===== config.mk =====
export PLATFORM = sky130hd
export DESIGN_NAME = insn_code_decoder_flat
export DESIGN_NICKNAME = d
export VERILOG_FILES = /design/src/rtl/insn_code_decoder_pkg.sv /design/src/rtl/insn_code_decoder_if.sv /design/src/rtl/insn_code_decoder_class_lut.sv /design/src/rtl/insn_code_decoder.sv /design/src/flat_wrapper.sv
export SDC_FILE = /design/constraint.sdc
export NUM_CORES = 1
export LEC_CHECK = 0
export BUFFER_PORTS_ARGS = -buffer_cell sky130_fd_sc_hd__buf_2
export CORE_MARGIN = 2
export CORE_UTILIZATION = 50
export DETAILED_ROUTE_END_ITERATION = 10
export PLACE_DENSITY = 0.85
export RECOVER_POWER = 50
export SLEW_MARGIN = 20
export SYNTH_ARGS = -nofsm -noshare
export SYNTH_HDL_FRONTEND = slang
export SYNTH_SLANG_ARGS = --single-unit

===== constraint.sdc =====
create_clock -name i_clk -period 4.2 [get_ports i_clk]
set_input_delay 0.63 -clock i_clk [delete_from_list [all_inputs] [get_ports i_clk]]
set_output_delay 0.63 -clock i_clk [all_outputs]
set_load 0.01 [all_outputs]

===== src/rtl/insn_code_decoder_pkg.sv =====
// rtl/insn_code_decoder_pkg.sv - RV32I opcode classes, decoded-entry type and decode-stage FSM states
package rv32i_code_pkg;

    localparam int CODE_WIDTH = 10;
    localparam int ENTRY_PC_W = 32;

    localparam int CODE_J      = 0;
    localparam int CODE_JALR   = 1;
    localparam int CODE_LUI    = 2;
    localparam int CODE_AUIPC  = 3;
    localparam int CODE_BRANCH = 4;
    localparam int CODE_ROP    = 5;
    localparam int CODE_STORE  = 6;
    localparam int CODE_IALU   = 7;
    localparam int CODE_LOAD   = 8;
    localparam int CODE_CSR    = 9;

    localparam logic [6:0] OP_JAL    = 7'b1101111;
    localparam logic [6:0] OP_JALR   = 7'b1100111;
    localparam logic [6:0] OP_LUI    = 7'b0110111;
    localparam logic [6:0] OP_AUIPC  = 7'b0010111;
    localparam logic [6:0] OP_BRANCH = 7'b1100011;
    localparam logic [6:0] OP_ROP    = 7'b0110011;
    localparam logic [6:0] OP_STORE  = 7'b0100011;
    localparam logic [6:0] OP_IALU   = 7'b0010011;
    localparam logic [6:0] OP_LOAD   = 7'b0000011;
    localparam logic [6:0] OP_SYSTEM = 7'b1110011;

    typedef struct packed {
        logic [31:0]            insn;
        logic [ENTRY_PC_W-1:0]  pc;
        logic [CODE_WIDTH-1:0]  code;
        logic                   illegal;
    } entry_t;

    typedef enum logic [1:0] {
        ST_EMPTY = 2'd0,
        ST_ONE   = 2'd1,
        ST_FULL  = 2'd2
    } state_t;

endpackage


===== src/rtl/insn_code_decoder_if.sv =====
// rtl/insn_code_decoder_if.sv - fetch-side and control-side handshake bundle of the decode stage
interface insn_code_decoder_if #(
    parameter int PC_W = 32
);
    logic               in_valid;
    logic               in_ready;
    logic [31:0]        in_insn;
    logic [PC_W-1:0]    in_pc;
    logic               out_valid;
    logic               out_ready;
    logic [31:0]        out_insn;
    logic [PC_W-1:0]    out_pc;
    logic [9:0]         out_code;
    logic [2:0]         out_func3;
    logic               out_illegal;

    modport slave (
        input  in_valid, in_insn, in_pc, out_ready,
        output in_ready, out_valid, out_insn, out_pc, out_code, out_func3, out_illegal
    );

    modport master (
        output in_valid, in_insn, in_pc, out_ready,
        input  in_ready, out_valid, out_insn, out_pc, out_code, out_func3, out_illegal
    );
endinterface


===== src/rtl/insn_code_decoder_class_lut.sv =====
// rtl/insn_code_decoder_class_lut.sv - opcode to one-hot CODE/ILLEGAL lookup
// CSR_DECODE_EN selects whether SYSTEM (1110011) decodes to CODE bit 9 or is flagged illegal.
module insn_class_lut
    import rv32i_code_pkg::*;
(
    input  logic [6:0]              i_opcode,
    output logic [CODE_WIDTH-1:0]   o_code,
    output logic                    o_illegal
);

    always_comb begin
        o_code    = '0;
        o_illegal = 1'b0;
        if (i_opcode[1:0] != 2'b11) begin
            o_illegal = 1'b1;
        end else begin
            case (i_opcode)
                OP_JAL:    o_code[CODE_J]      = 1'b1;
                OP_JALR:   o_code[CODE_JALR]   = 1'b1;
                OP_LUI:    o_code[CODE_LUI]    = 1'b1;
                OP_AUIPC:  o_code[CODE_AUIPC]  = 1'b1;
                OP_BRANCH: o_code[CODE_BRANCH] = 1'b1;
                OP_ROP:    o_code[CODE_ROP]    = 1'b1;
                OP_STORE:  o_code[CODE_STORE]  = 1'b1;
                OP_IALU:   o_code[CODE_IALU]   = 1'b1;
                OP_LOAD:   o_code[CODE_LOAD]   = 1'b1;
`ifdef CSR_DECODE_EN
                OP_SYSTEM: o_code[CODE_CSR]    = 1'b1;
`else
                OP_SYSTEM: o_illegal           = 1'b1;
`endif
                default:   o_illegal           = 1'b1;
            endcase
        end
    end

endmodule


===== src/rtl/insn_code_decoder.sv =====
// rtl/insn_code_decoder.sv - registered RV32I class decode stage with a 2-entry head/skid buffer
// Optional SYSTEM decode is controlled by CSR_DECODE_EN inside insn_class_lut.
module insn_code_decoder
    import rv32i_code_pkg::*;
#(
    parameter int PC_W   = 32,
    parameter int CODE_W = 10
)(
    input  logic                i_clk,
    input  logic                i_reset,
    input  logic                i_flush,
    insn_code_decoder_if.slave  bus
);

    if (CODE_W != CODE_WIDTH) begin : g_code_w_check
        $error("insn_code_decoder: CODE_W must be 10");
    end
    if (PC_W > ENTRY_PC_W) begin : g_pc_w_check
        $error("insn_code_decoder: PC_W exceeds entry PC width");
    end

    state_t                 r_state;
    state_t                 w_next_state;
    logic                   r_in_ready;
    entry_t                 r_head;
    entry_t                 r_skid;
    entry_t                 w_new;
    logic [CODE_WIDTH-1:0]  w_code;
    logic                   w_illegal;
    logic                   w_accept;
    logic                   w_emit;
    logic                   w_head_we;
    logic                   w_head_from_skid;
    logic                   w_skid_we;

    insn_class_lut u_lut (
        .i_opcode  (bus.in_insn[6:0]),
        .o_code    (w_code),
        .o_illegal (w_illegal)
    );

    assign w_new = '{insn: bus.in_insn, pc: ENTRY_PC_W'(bus.in_pc), code: w_code, illegal: w_illegal};

    assign w_accept = bus.in_valid & r_in_ready;
    assign w_emit   = (r_state != ST_EMPTY) & bus.out_ready;

    // IN_READY is registered from the next state so fetch never sees a combinational path
    always_ff @(posedge i_clk) begin
        if (i_reset) begin
            r_state    <= ST_EMPTY;
            r_in_ready <= 1'b0;
        end else begin
            r_state    <= w_next_state;
            r_in_ready <= (w_next_state != ST_FULL);
        end
    end

    always_comb begin
        w_next_state = r_state;
        case (r_state)
            ST_EMPTY: if (w_accept) w_next_state = ST_ONE;
            ST_ONE: begin
                if (w_accept && !w_emit)      w_next_state = ST_FULL;
                else if (!w_accept && w_emit) w_next_state = ST_EMPTY;
            end
            ST_FULL:  if (w_emit) w_next_state = ST_ONE;
            default:  w_next_state = ST_EMPTY;
        endcase
        if (i_flush) w_next_state = ST_EMPTY;
    end

    always_comb begin
        w_head_we        = 1'b0;
        w_head_from_skid = 1'b0;
        w_skid_we        = 1'b0;
        case (r_state)
            ST_EMPTY: w_head_we = w_accept;
            ST_ONE: begin
                w_head_we = w_accept & w_emit;
                w_skid_we = w_accept & ~w_emit;
            end
            ST_FULL: begin
                w_head_we        = w_emit;
                w_head_from_skid = 1'b1;
            end
            default: ;
        endcase
    end

    always_ff @(posedge i_clk) begin
        if (i_reset) begin
            r_head <= '0;
            r_skid <= '0;
        end else begin
            if (w_head_we) r_head <= w_head_from_skid ? r_skid : w_new;
            if (w_skid_we) r_skid <= w_new;
        end
    end

    assign bus.in_ready    = r_in_ready;
    assign bus.out_valid   = (r_state != ST_EMPTY);
    assign bus.out_insn    = r_head.insn;
    assign bus.out_pc      = r_head.pc[PC_W-1:0];
    assign bus.out_code    = r_head.code;
    assign bus.out_func3   = r_head.insn[14:12];
    assign bus.out_illegal = r_head.illegal;

endmodule


===== src/flat_wrapper.sv =====
// flat-port wrapper written by rule: the top's interface ports become plain ports
module insn_code_decoder_flat import rv32i_code_pkg::*;
#(
    parameter int PC_W   = 32,
    parameter int CODE_W = 10
)
  (i_clk, i_reset, i_flush, bus_in_valid, bus_in_insn, bus_in_pc, bus_out_ready, bus_in_ready, bus_out_valid, bus_out_insn, bus_out_pc, bus_out_code, bus_out_func3, bus_out_illegal);
  insn_code_decoder_if #(.PC_W(PC_W)) bus_i ();
  input  logic i_clk;
  input  logic i_reset;
  input  logic i_flush;
  input wire logic [$bits(bus_i.in_valid)-1:0] bus_in_valid;
  input wire logic [$bits(bus_i.in_insn)-1:0] bus_in_insn;
  input wire logic [$bits(bus_i.in_pc)-1:0] bus_in_pc;
  input wire logic [$bits(bus_i.out_ready)-1:0] bus_out_ready;
  output wire logic [$bits(bus_i.in_ready)-1:0] bus_in_ready;
  output wire logic [$bits(bus_i.out_valid)-1:0] bus_out_valid;
  output wire logic [$bits(bus_i.out_insn)-1:0] bus_out_insn;
  output wire logic [$bits(bus_i.out_pc)-1:0] bus_out_pc;
  output wire logic [$bits(bus_i.out_code)-1:0] bus_out_code;
  output wire logic [$bits(bus_i.out_func3)-1:0] bus_out_func3;
  output wire logic [$bits(bus_i.out_illegal)-1:0] bus_out_illegal;
  assign bus_i.in_valid = bus_in_valid;
  assign bus_i.in_insn = bus_in_insn;
  assign bus_i.in_pc = bus_in_pc;
  assign bus_i.out_ready = bus_out_ready;
  assign bus_in_ready = bus_i.in_ready;
  assign bus_out_valid = bus_i.out_valid;
  assign bus_out_insn = bus_i.out_insn;
  assign bus_out_pc = bus_i.out_pc;
  assign bus_out_code = bus_i.out_code;
  assign bus_out_func3 = bus_i.out_func3;
  assign bus_out_illegal = bus_i.out_illegal;
  insn_code_decoder #(.PC_W(PC_W), .CODE_W(CODE_W)) u_core (.i_clk(i_clk), .i_reset(i_reset), .i_flush(i_flush), .bus(bus_i));
endmodule

# Yosys cells after proc, flatten, opt, wreduce, memory -nomap -nowiden

Cells that the tools add are included.

Output and inout port bits: 80
Register bits after elaboration: 152
Word-level logic and storage cells: 57
Input bits: 69

Bitwise gates (word level): 5
Equal/unequal tests: 13
Multiplexer cells: 22
Reduce and logical (&&, ||, !) cells: 7

Operators with widths:

| operator           | number |
|---|---|
| $mux 75            | 1 |
| $eq 7x6->1 const B | 3 |
| $eq 7x7->1 const B | 3 |
| $eq 7x5->1 const B | 2 |
| $mux 1             | 13 |
| $mux 2             | 5 |
| $mux 9             | 1 |
| $reduce_or 9->1    | 1 |
| $eq 7x2->1 const B | 1 |
| $pmux 2 s3         | 1 |
| $and 1x1->1        | 4 |
| $ne 2x2->1 const B | 2 |
| $pmux 1 s3         | 1 |
| $eq 2x1->1 const B | 1 |
| $eq 2x2->1 const B | 1 |
| $logic_and 1x1->1  | 2 |
| $logic_not 1->1    | 2 |
| $logic_not 2->1    | 1 |
| $reduce_bool 2->1  | 1 |
| $not 1->1          | 1 |

# Longest topological paths before layout

Gate-level depths: netlist of run 1.

Depth after elaboration: 8
Depth in mapped cells: 7

# Modules after synthesis

From an unflattened synthesis of run 1, not the netlist that was laid out.

Cell total of the unflattened synthesis: 705
Area, all modules: 6194.7 µm²

Modules (own cells, without submodules):

| module            | times used | sequential area each (µm²) | area each (µm²) | cells each |
|---|---|---|---|---|
| insn_code_decoder | 1          | 3062.9                     | 6043.3          | 683 |
| insn_class_lut    | 1          | 0.0                        | 151.4           | 22 |

# Worst setup path after synthesis of run 1

No wires, ideal clock.

Path type: input-to-reg
Start: input bus_out_ready
End: register u_core.r_skid[3] (netlist name)
Library setup time: 0.070 ns
Arrival: 1.720 ns
Buffers on the path: 1
Setup slack: 2.409 ns
Cell stages on the path: 5
Cells stage by stage: nand2b_1 -> or2_1 -> clkbuf_1 -> or4_1 -> a21oi_1

Cells in the longest elaborated chain, start to end: 4

RTL lines:

| element                | RTL line                | source |
|---|---|---|
| start: declaration     | flat_wrapper.sv:15      | `input wire logic [$bits(bus_i.out_ready)-1:0] bus_out_ready;` |
| $and 1x1->1            | insn_code_decoder.sv:45 | `assign w_emit = (r_state != ST_EMPTY) & bus.out_ready;` |
| $not 1->1              | insn_code_decoder.sv:80 | `w_skid_we = w_accept & ~w_emit;` |
| $and 1x1->1            | insn_code_decoder.sv:80 |  |
| $mux 1                 | insn_code_decoder.sv:76 | `case (r_state)` |
| end signal: assignment | insn_code_decoder.sv:96 | `if (w_skid_we) r_skid <= w_new;` |
| end: declaration       | insn_code_decoder.sv:26 | `entry_t r_skid;` |

No other way between the ends.
A chain may end at the register's enable or synchronous reset.

# Final worst setup path of run 1

Start: register u_core.r_state[1]
End: register u_core.r_skid[29] (netlist name)

Cells in the longest elaborated chain, start to end: 5
Elaborated cells on any way between the ends: 6

RTL lines:

| element                  | RTL line                | source |
|---|---|---|
| start: declaration       | insn_code_decoder.sv:22 | `state_t r_state;` |
| start signal: assignment | insn_code_decoder.sv:53 | `r_state <= w_next_state;` |
| $reduce_bool 2->1        | insn_code_decoder.sv:45 |  |
| $and 1x1->1              | insn_code_decoder.sv:45 |  |
| $not 1->1                | insn_code_decoder.sv:80 |  |
| $and 1x1->1              | insn_code_decoder.sv:80 |  |
| $mux 1 (*)               | insn_code_decoder.sv:76 |  |

Every way passes the cells marked *; elsewhere a longest branch is shown, timed or not.

==> flow_summary_export.csv, run 1 <==
group,metric,value,unit
drt,first_iter_violations,493,
finish,drive_above_1_share,0.124,
timing,worstMarginPinSlew,1.87,ns
floorplan,fp.dieH,114,µm
outcome,failed_checks,"max-capacitance violations, max-slew violations",
floorplan,pin_count,149,
timing,fmax,0.343,GHz
outcome,status,"complete, but fails checks",
worst_setup_path,worstSetupStartpointType,"register",
place,place.gp.congestion,0.802,
finish,fin_util,0.600,
drt,drt_first_pass_iters,5,
finish,area_growth,18.6,%
clocking,hold_buffers,0,
worst_hold_path,hold_path.class,"primary input to register",
drt,vias,5591,
worst_setup_path,crit_fanout,54,
global_routing,grt_max_degree,149,
worst_setup_path,endpoint_kind,"register",
global_routing,grtUsageTotal,0.223,
global_routing,antenna_found_initial,0,
worst_setup_path,critical_path_class,"register to register",
flow_run,drv_cap,1,
drt,ant_nets,0,
worst_setup_path,crit_arrival,3.25,ns
timing,fin_setup_tns,0,ns
drt,drc,0,
floorplan,start_util,0.506,
synthesis,ys_types,37,
clocking,cts_tree,"done",
drt,routedWlPerCell,13.8,µm
worst_hold_path,whs_path_depth,2,
drt,drt-total-wl,14.3,mm
clocking,postCtsSetupRepairBufs,0,
place,portBuffers,147,
clocking,clock-sinks,151,
clocking,htree_num_levels,4,
clocking,clockRootBuffer,"clkbuf_16",
floorplan,core,11900,µm²
synthesis,synthCells,777,
pwr,p_per_area,454,nW/µm²
pwr,power_leakage,0.00260,µW
timing,slew_violations,55,
synthesis,syn_avg_cell_area,7.76,µm²
timing,finalCritPeriodShare,0.693,
clocking,cts.path.max_buffers,2,
finish,fin_nets,946,
global_routing,grt_pass1_wl,23.7,mm
synthesis,ys_ff_latch,151,
timing,whs,0.392,ns
timing,clock-skew-final,0.00953,ns
timing,final-setup-viol-count,0,
synthesis,synthesis.nets,846,
floorplan,dieWidth,114,µm
clocking,clk_latency,0.41,ns
timing,worst_slack,1.29,ns
clocking,path_clk_slew,0.06,ns
timing,period_needed,2.91,ns
floorplan,rows,40,
timing,rsz0062_at_grt,"false",
place,dp_hpwl,8.63,mm
global_routing,grt_pass1_vias,5030,
worst_setup_path,required,4.54,ns
drt,vias_per_cell,5.39,
floorplan,dieArea,12900,µm²
worst_setup_path,reg2reg_depth,5,
clocking,cts_resized,0,
global_routing,grt_overflow,0,
finish,num_antenna_cells,0,
timing,hold_viol,0,
synthesis,yosysSeqAreaShare,0.502,
place,place_ws,1.64,ns
clocking,cts_buffers,17,
timing,relSlewSlack,-0.245,
synthesis,synth_warnings,0,
pwr,ir_worst_vdd,0.282,mV
synthesis,syn_area,6030,µm²
Yosys cell counts:
cell type	instances	area, µm²
nand2_1	272	1020
dfxtp_1	151	3020
a21oi_1	86	430
nor2_1	69	259
a311oi_1	65	569
clkbuf_1	50	188
buf_2	18	90.1
o21ai_0	9	45.0
buf_4	5	37.5
inv_1	4	15.0
nand2b_1	4	25.0
nor3_1	4	20.0
a31oi_1	3	18.8
nor4_1	3	18.8
or4_1	3	22.5
a211oi_1	2	15.0
and2_1	2	12.5
nand3_1	2	10.0
nand3b_1	2	15.0
nand4_1	2	12.5
nand4b_1	2	17.5
nor4b_1	2	17.5
o21a_1	2	15.0
or3_1	2	12.5
a211o_1	1	8.76
and3_1	1	6.26
conb_1	1	3.75
mux2i_1	1	10.0
nand3b_4	1	20.0
nand4bb_1	1	11.3
nor2b_1	1	6.26
o211ai_1	1	7.51
o211ai_2	1	12.5
o21bai_1	1	7.51
o32ai_1	1	8.76
or2_1	1	6.26
or2_2	1	6.26
cell usage in the layout (no fill, tap or decap), drive strengths merged, types with 3 or more instances in the layout:
cell type | Yosys | final
a21oi | 86 | 86
a311oi | 65 | 65
a31oi | 3 | 3
buf | 23 | 74
clkbuf | 50 | 98
clkinv | 0 | 4
clkinvlp | 0 | 4
dfxtp | 151 | 151
inv | 4 | 10
nand2 | 272 | 272
nand2b | 4 | 4
nand3b | 3 | 3
nor2 | 69 | 69
nor3 | 4 | 4
nor4 | 3 | 3
o21ai | 9 | 9
or4 | 3 | 3
state kept, by name, indices dropped and copies added (netlist names):
name                    flops
u_core.bus.out_insn        32
u_core.bus.out_illegal      1
u_core.bus.in_ready         1
u_core.r_state              2
u_core.bus.out_code         9
u_core.bus.out_pc          32
u_core.r_skid              74
cell type report:
type	instances	area, µm²
Fill cell	1164	4760
Sequential cell	151	3020
Multi-Input combinational cell	549	2670
Timing Repair Buffer	154	702
Clock buffer	18	439
Tap cell	147	184
Clock inverter	14	114
Inverter	4	15.0
path summary, 6_finish.rpt:
path	startpoint	to	slack [ns]
worst min register to register	u_core.r_skid[9]	u_core.r_skid[9]	0.45
worst max register to register	u_core.r_state[1]	u_core.r_skid[29]	1.29
worst max-delay path	u_core.r_state[1]	u_core.r_skid[29]	1.29
worst min-delay path	i_flush	u_core.r_state[0]	0.39
through the flow:
stage / std cells / power [µW] / instance area (µm²)
2_1_floorplan: 777 / 1750 / 6030
3_5_place_dp: 1005 / 1890 / 6720
6_report: 1037 / 3250 / 7150
5_1_grt: 1037 / 3370 / 7150
4_1_cts: 1037 / 3290 / 7280
3_3_place_gp: 1005 / 1880 / 6720
kinds of logic (layout without fill, tap and decap cells):
logic type	Yosys count	count (layout)	synth area share
AO/OA/AOI/OAI	172	172	0.189
buffers and inverters	77	190	0.0548
multiplexers	1	1	0.00166
other	1	1	0.000622
flip-flops	151	151	0.502
AND/OR/NAND/NOR	375	375	0.252
worst max-delay path, stage by stage (launching register included):
cell and delay [ns]:
dfxtp_1 0.43, nand3b_1 0.24, or2_1 1.40, buf_4 0.49, nand2_1 0.09, a21oi_1 0.16
where the power goes:
group          switching [µW]  internal [µW]  total (µW)
sequential               35.9           1500        1540
combinational             192            111         303
clock                     627            783        1410
per-layer routing:
layer | GRT usage | vias to the layer above | wire [µm]
li1 | - | 2832 | -
met1 | 0.290 | 2585 | 6650
met2 | 0.372 | 165 | 6690
met3 | 0.0611 | 9 | 897
met4 | 0.0528 | 0 | 90
met5 | 0 | - | 0
Power figures use the tool's default switching activity.
==> run 2, diff against run 1 <==
Settings changed: CORE_UTILIZATION 50 to 48.
Clock period 4.2 ns to 2.48 ns, I/O delays scaled along.
==> run 2 against run 1 <==
The flow now finishes without violations; worst hold slack worse by 0.22 ns; die area increased by 4.0%; worst setup slack worse by 0.80 ns; largest power group is now clock; critical endpoint is now u_core.bus.out_insn[5].
==> flow_summary_export.csv, run 2 (synthesized netlist as in run 1, its figures left out) <==
group,metric,value,unit
timing,relSlewSlack,0.453,
timing,slew_violations,0,
worst_setup_path,critical_path_class,"register to register",
clocking,cts_resized,0,
drt,routedWlPerCell,13.8,µm
worst_setup_path,r2r_setup_slack,0.49,ns
place,place_ws,0.551,ns
worst_hold_path,whs_path_depth,2,
timing,clock-skew-final,0.00621,ns
worst_setup_path,reg2reg_to,"u_core.bus.out_insn[5]",
pwr,netSwitchingFraction,0.234,
worst_setup_path,crit_arrival,2.30,ns
drt,drt_first_pass_iters,5,
worst_setup_path,slowest_stage,"nand2b_1",
floorplan,start_util,0.498,
clocking,path_clk_slew,0.06,ns
timing,worst_slack,0.492,ns
timing,final-setup-viol-count,0,
finish,drive_above_1_share,0.129,
worst_hold_path,min_to,"u_core.r_state[0]",
clocking,cts.path.max_buffers,2,
place,post_dp_cell_area,6830,µm²
pwr,pwr-share-seq,0.444,
floorplan,rows,40,
drt,drc,0,
place,place.gp.congestion,0.779,
timing,hold_viol,0,
finish,num_antenna_cells,0,
clocking,hold_buffers,0,
drt,ant_nets,0,
finish,layout_common_cells,"nand2_1, dfxtp_1, a21oi_1",
floorplan,pin_count,149,
finish,n_fill_cell,1143,
finish,design_area,7340,µm²
worst_setup_path,r2r-start,"u_core.r_state[0]",
finish,regMostFlops,"u_core.r_skid",
drt,drt-total-wl,14.6,mm
timing,rsz0062_at_grt,"false",
worst_setup_path,crit_chain,"nand2b_1 -> buf_4 -> nand2_1 -> a311oi_1",
finish,fin_util,0.606,
clocking,htree_num_levels,4,
clocking,cts_tree,"done",
clocking,postCtsSetupRepairBufs,0,
worst_hold_path,min_from,"i_flush",
floorplan,fp.dieH,116,µm
timing,fmax,0.503,GHz
drt,vias,5603,
worst_setup_path,worstSetupStartpointType,"register",
global_routing,grt_pass1_wl,23.6,mm
timing,period_needed,1.99,ns
global_routing,grtUsageTotal,0.219,
worst_setup_path,endpoint_kind,"register",
outcome,status,"finished, final reports clean",
finish,area_growth,21.8,%
global_routing,grt_max_degree,121,
worst_setup_path,crit_start,"u_core.r_state[0]",
pwr,intPower,4490,µW
finish,fin_nets,952,
floorplan,dieArea,13500,µm²
worst_hold_path,hold_path.class,"primary input to register",
pwr,power_leakage,0.00269,µW
pwr,pwr-share-comb,0.088,
finish,largest_register_ff_count,74,
floorplan,core,12100,µm²
timing,worstMarginPinSlew,0.820,ns
timing,fin_setup_tns,0,ns
finish,layout.cells.most_common,"nand2_1",
pwr,pwr-share-clk,0.468,
clocking,clockRootBuffer,"clkbuf_16",
pwr,p_per_area,799,nW/µm²
place,portBuffers,147,
clocking,clock-sinks,151,
pwr,ir_worst_vdd,0.440,mV
clocking,cts_buffers,17,
global_routing,grt_pass1_vias,5063,
timing,finalCritPeriodShare,0.802,
worst_setup_path,crit_fanout,17,
clocking,clk_latency,0.41,ns
worst_setup_path,required,2.79,ns
worst_setup_path,reg2reg_depth,4,
place,dp_hpwl,9.35,mm
drt,vias_per_cell,5.27,
global_routing,grt_overflow,0,
floorplan,dieWidth,116,µm
drt,first_iter_violations,529,
pwr,switching_power,1370,µW
worst_setup_path,slowest_delay,0.69,ns
timing,whs,0.171,ns
flow_run,drv_cap,0,
global_routing,antenna_found_initial,0,
-- run 2: cell count changes in the layout (fill, tap and decap cells not counted), sizes merged --
cell and change:
buf +5, bufinv +4, clkbuf +3, clkinv +3, clkinvlp -3, inv -6
-- run 2: layout make-up --
type | instances | area, µm² | share of cell area
flip-flops and latches | 151 | 3020 | 0.412
multi-input cells | 549 | 2670 | 0.364
repair buffers | 160 | 781 | 0.106
clock buffers | 20 | 467 | 0.0636
well taps | 168 | 210 | 0.0286
clock inverters | 12 | 174 | 0.0237
inverters | 4 | 15.0 | 0.00205
-- run 2: per-stage QoR --
stage / instances / total power (µW)
CTS: 1064 / 5940
global route: 1064 / 6090
floorplan: 777 / 2970
global placement: 1032 / 3190
detailed placement: 1032 / 3210
finish: 1064 / 5870
-- run 2: power by group through the flow --
stage / sequential [µW] / combinational, µW / clock [µW]
final: 2600 / 519 / 2740
after global routing: 2620 / 583 / 2890
after CTS: 2600 / 556 / 2780
after detailed placement: 2650 / 554 / 0
after global placement: 2650 / 544 / 0
after floorplan: 2700 / 270 / 0
-- run 2: critical path, delay by kind of cell, from the launching register on --
family	cells	cell delay, ns
flip-flops	1	0.47
AND/OR/NAND/NOR	2	0.76
AO/OA/AOI/OAI	1	0.29
buffers and inverters	1	0.36
-- run 2: how the worst max path moves through the flow --
| stage | slack [ns] | to | depth (start not counted) |
|---|---|---|---|
| floorplan | 0.89 | u_core.r_skid[3] | 5 |
| global placement | 0.61 | u_core.r_skid[3] | 5 |
| detailed placement | 0.55 | u_core.r_skid[50] | 6 |
| CTS | 0.57 | u_core.r_skid[3] | 4 |
| global route | 0.34 | u_core.bus.out_insn[5] | 4 |
| finish | 0.49 | u_core.bus.out_insn[5] | 4 |
-- run 2: metal layers --
metal | track usage | up-vias | wire [µm] | share of wire
li1 | - | 2848 | - | -
met1 | 0.267 | 2581 | 6680 | 0.46
met2 | 0.367 | 160 | 6760 | 0.46
met3 | 0.0690 | 14 | 1010 | 0.069
met4 | 0.0778 | 0 | 193 | 0.013
met5 | 0 | - | 0 | 0
==> run 3, diff against run 2 <==
Settings changed: CORE_UTILIZATION 48 to 50.
Clock period 2.48 ns to 2.08 ns, I/O delays scaled along.
==> run 3 against run 2 <==
First-iteration DRC count grew 4.3%; critical path depth grew 1; largest cell class unchanged; core utilization grew 0.99 points.
==> flow_summary_export.csv, run 3 (synthesized netlist as in run 1, its figures left out) <==
group,metric,value,unit
outcome,status,"finished, final reports clean",
drt,drt-total-wl,14.4,mm
global_routing,grt_max_degree,101,
timing,hold_viol,0,
clocking,cts_buffers,17,
timing,whs,0.0845,ns
worst_setup_path,r2r_setup_slack,0.16,ns
timing,clock-skew-final,0.00435,ns
pwr,power_leakage,0.00270,µW
timing,fin_setup_tns,0,ns
global_routing,grt_pass1_wl,23.1,mm
timing,rsz0062_at_grt,"false",
finish,n_fill_cell,1114,
global_routing,grtUsageTotal,0.222,
floorplan,rows,40,
floorplan,pin_count,149,
drt,vias_per_cell,5.38,
worst_setup_path,crit_chain,"nand2b_1 -> clkbuf_2 -> o21a_1 -> nor3_1 -> and2_1",
finish,num_antenna_cells,0,
clocking,htree_num_levels,4,
worst_hold_path,hold_path.class,"primary input to register",
drt,drc,0,
drt,routedWlPerCell,13.8,µm
clocking,clk_latency,0.42,ns
clocking,postCtsSetupRepairBufs,0,
timing,relSlewSlack,0.633,
finish,regMostFlops,"u_core.r_skid",
finish,drive_above_1_share,0.131,
timing,finalCritPeriodShare,0.921,
clocking,hold_buffers,0,
global_routing,grt_pass1_vias,4939,
worst_hold_path,whs_path_depth,2,
worst_setup_path,reg2reg_depth,5,
worst_setup_path,slowest_stage,"dfxtp_1",
worst_setup_path,crit_fanout,17,
clocking,cts.path.max_buffers,2,
worst_setup_path,critical_path_class,"register to register",
floorplan,core,11900,µm²
worst_setup_path,required,2.39,ns
finish,largest_register_ff_count,74,
flow_run,drv_cap,0,
clocking,clock-sinks,151,
finish,area_growth,21.7,%
finish,layout.cells.most_common,"nand2_1",
worst_setup_path,endpoint_kind,"register",
drt,vias,5607,
timing,final-setup-viol-count,0,
drt,ant_nets,0,
pwr,ir_worst_vdd,0.541,mV
clocking,clockRootBuffer,"clkbuf_16",
finish,fin_nets,952,
worst_setup_path,worstSetupStartpointType,"register",
worst_setup_path,slowest_delay,0.50,ns
floorplan,start_util,0.506,
place,place.gp.congestion,0.779,
place,portBuffers,147,
place,dp_hpwl,8.90,mm
timing,period_needed,1.92,ns
clocking,cts_tree,"done",
drt,drt_first_pass_iters,7,
timing,fmax,0.522,GHz
worst_setup_path,crit_arrival,2.23,ns
drt,first_iter_violations,552,
floorplan,dieArea,12900,µm²
pwr,p_per_area,945,nW/µm²
finish,multi_input_area,2700,µm²
timing,worstMarginPinSlew,0.551,ns
finish,fin_util,0.616,
global_routing,grt_overflow,0,
clocking,path_clk_slew,0.06,ns
finish,regArea,3020,µm²
clocking,cts_resized,0,
floorplan,dieWidth,114,µm
finish,layout_common_cells,"nand2_1, dfxtp_1, a21oi_1",
global_routing,antenna_found_initial,0,
timing,slew_violations,0,
floorplan,fp.dieH,114,µm
[run 3: area by class of cell]
cell class | count | share of cell area
clock buffer | 20 | 0.0609
clock inverter | 12 | 0.0240
inverter | 4 | 0.00205
multi-input combinational | 549 | 0.368
sequential | 151 | 0.412
tap | 147 | 0.0251
timing repair buffer | 160 | 0.108
[run 3: critical path, delay by kind of cell, from the launching register on]
kind            cells  cell delay [ns]
flops               1             0.50
simple gates        3             0.67
buf+inv             1             0.46
compound gates      1             0.18
[run 3: routing by layer]
layer / wire, µm / track usage / part of all wire
met1: 6450 / 0.277 / 0.45
met5: 0 / 0 / 0
met2: 6740 / 0.362 / 0.47
met3: 913 / 0.0654 / 0.063
met4: 276 / 0.0911 / 0.019
[run 3: power breakdown]
part	internal, µW	switching (µW)
clock	2040	1170
sequential	3030	73.8
combinational	234	391
[run 3: final timing paths]
kind                                        start           endpoint
worst max register to register  u_core.r_state[0]  u_core.r_state[1]
worst max-delay path            u_core.r_state[0]  u_core.r_state[1]
worst min-delay path                      i_flush  u_core.r_state[0]
worst min register to register  u_core.r_skid[34]  u_core.r_skid[34]
[run 3: through the flow]
stage	setup slack [ns]	power [µW]	cells	cell area, µm²
2_1_floorplan	0.490	3540	777	6030
3_3_place_gp	0.309	3810	1011	6840
3_5_place_dp	0.284	3830	1011	6840
4_1_cts	0.237	7020	1043	7470
5_1_grt	0.0667	7210	1043	7340
6_report	0.165	6930	1043	7340
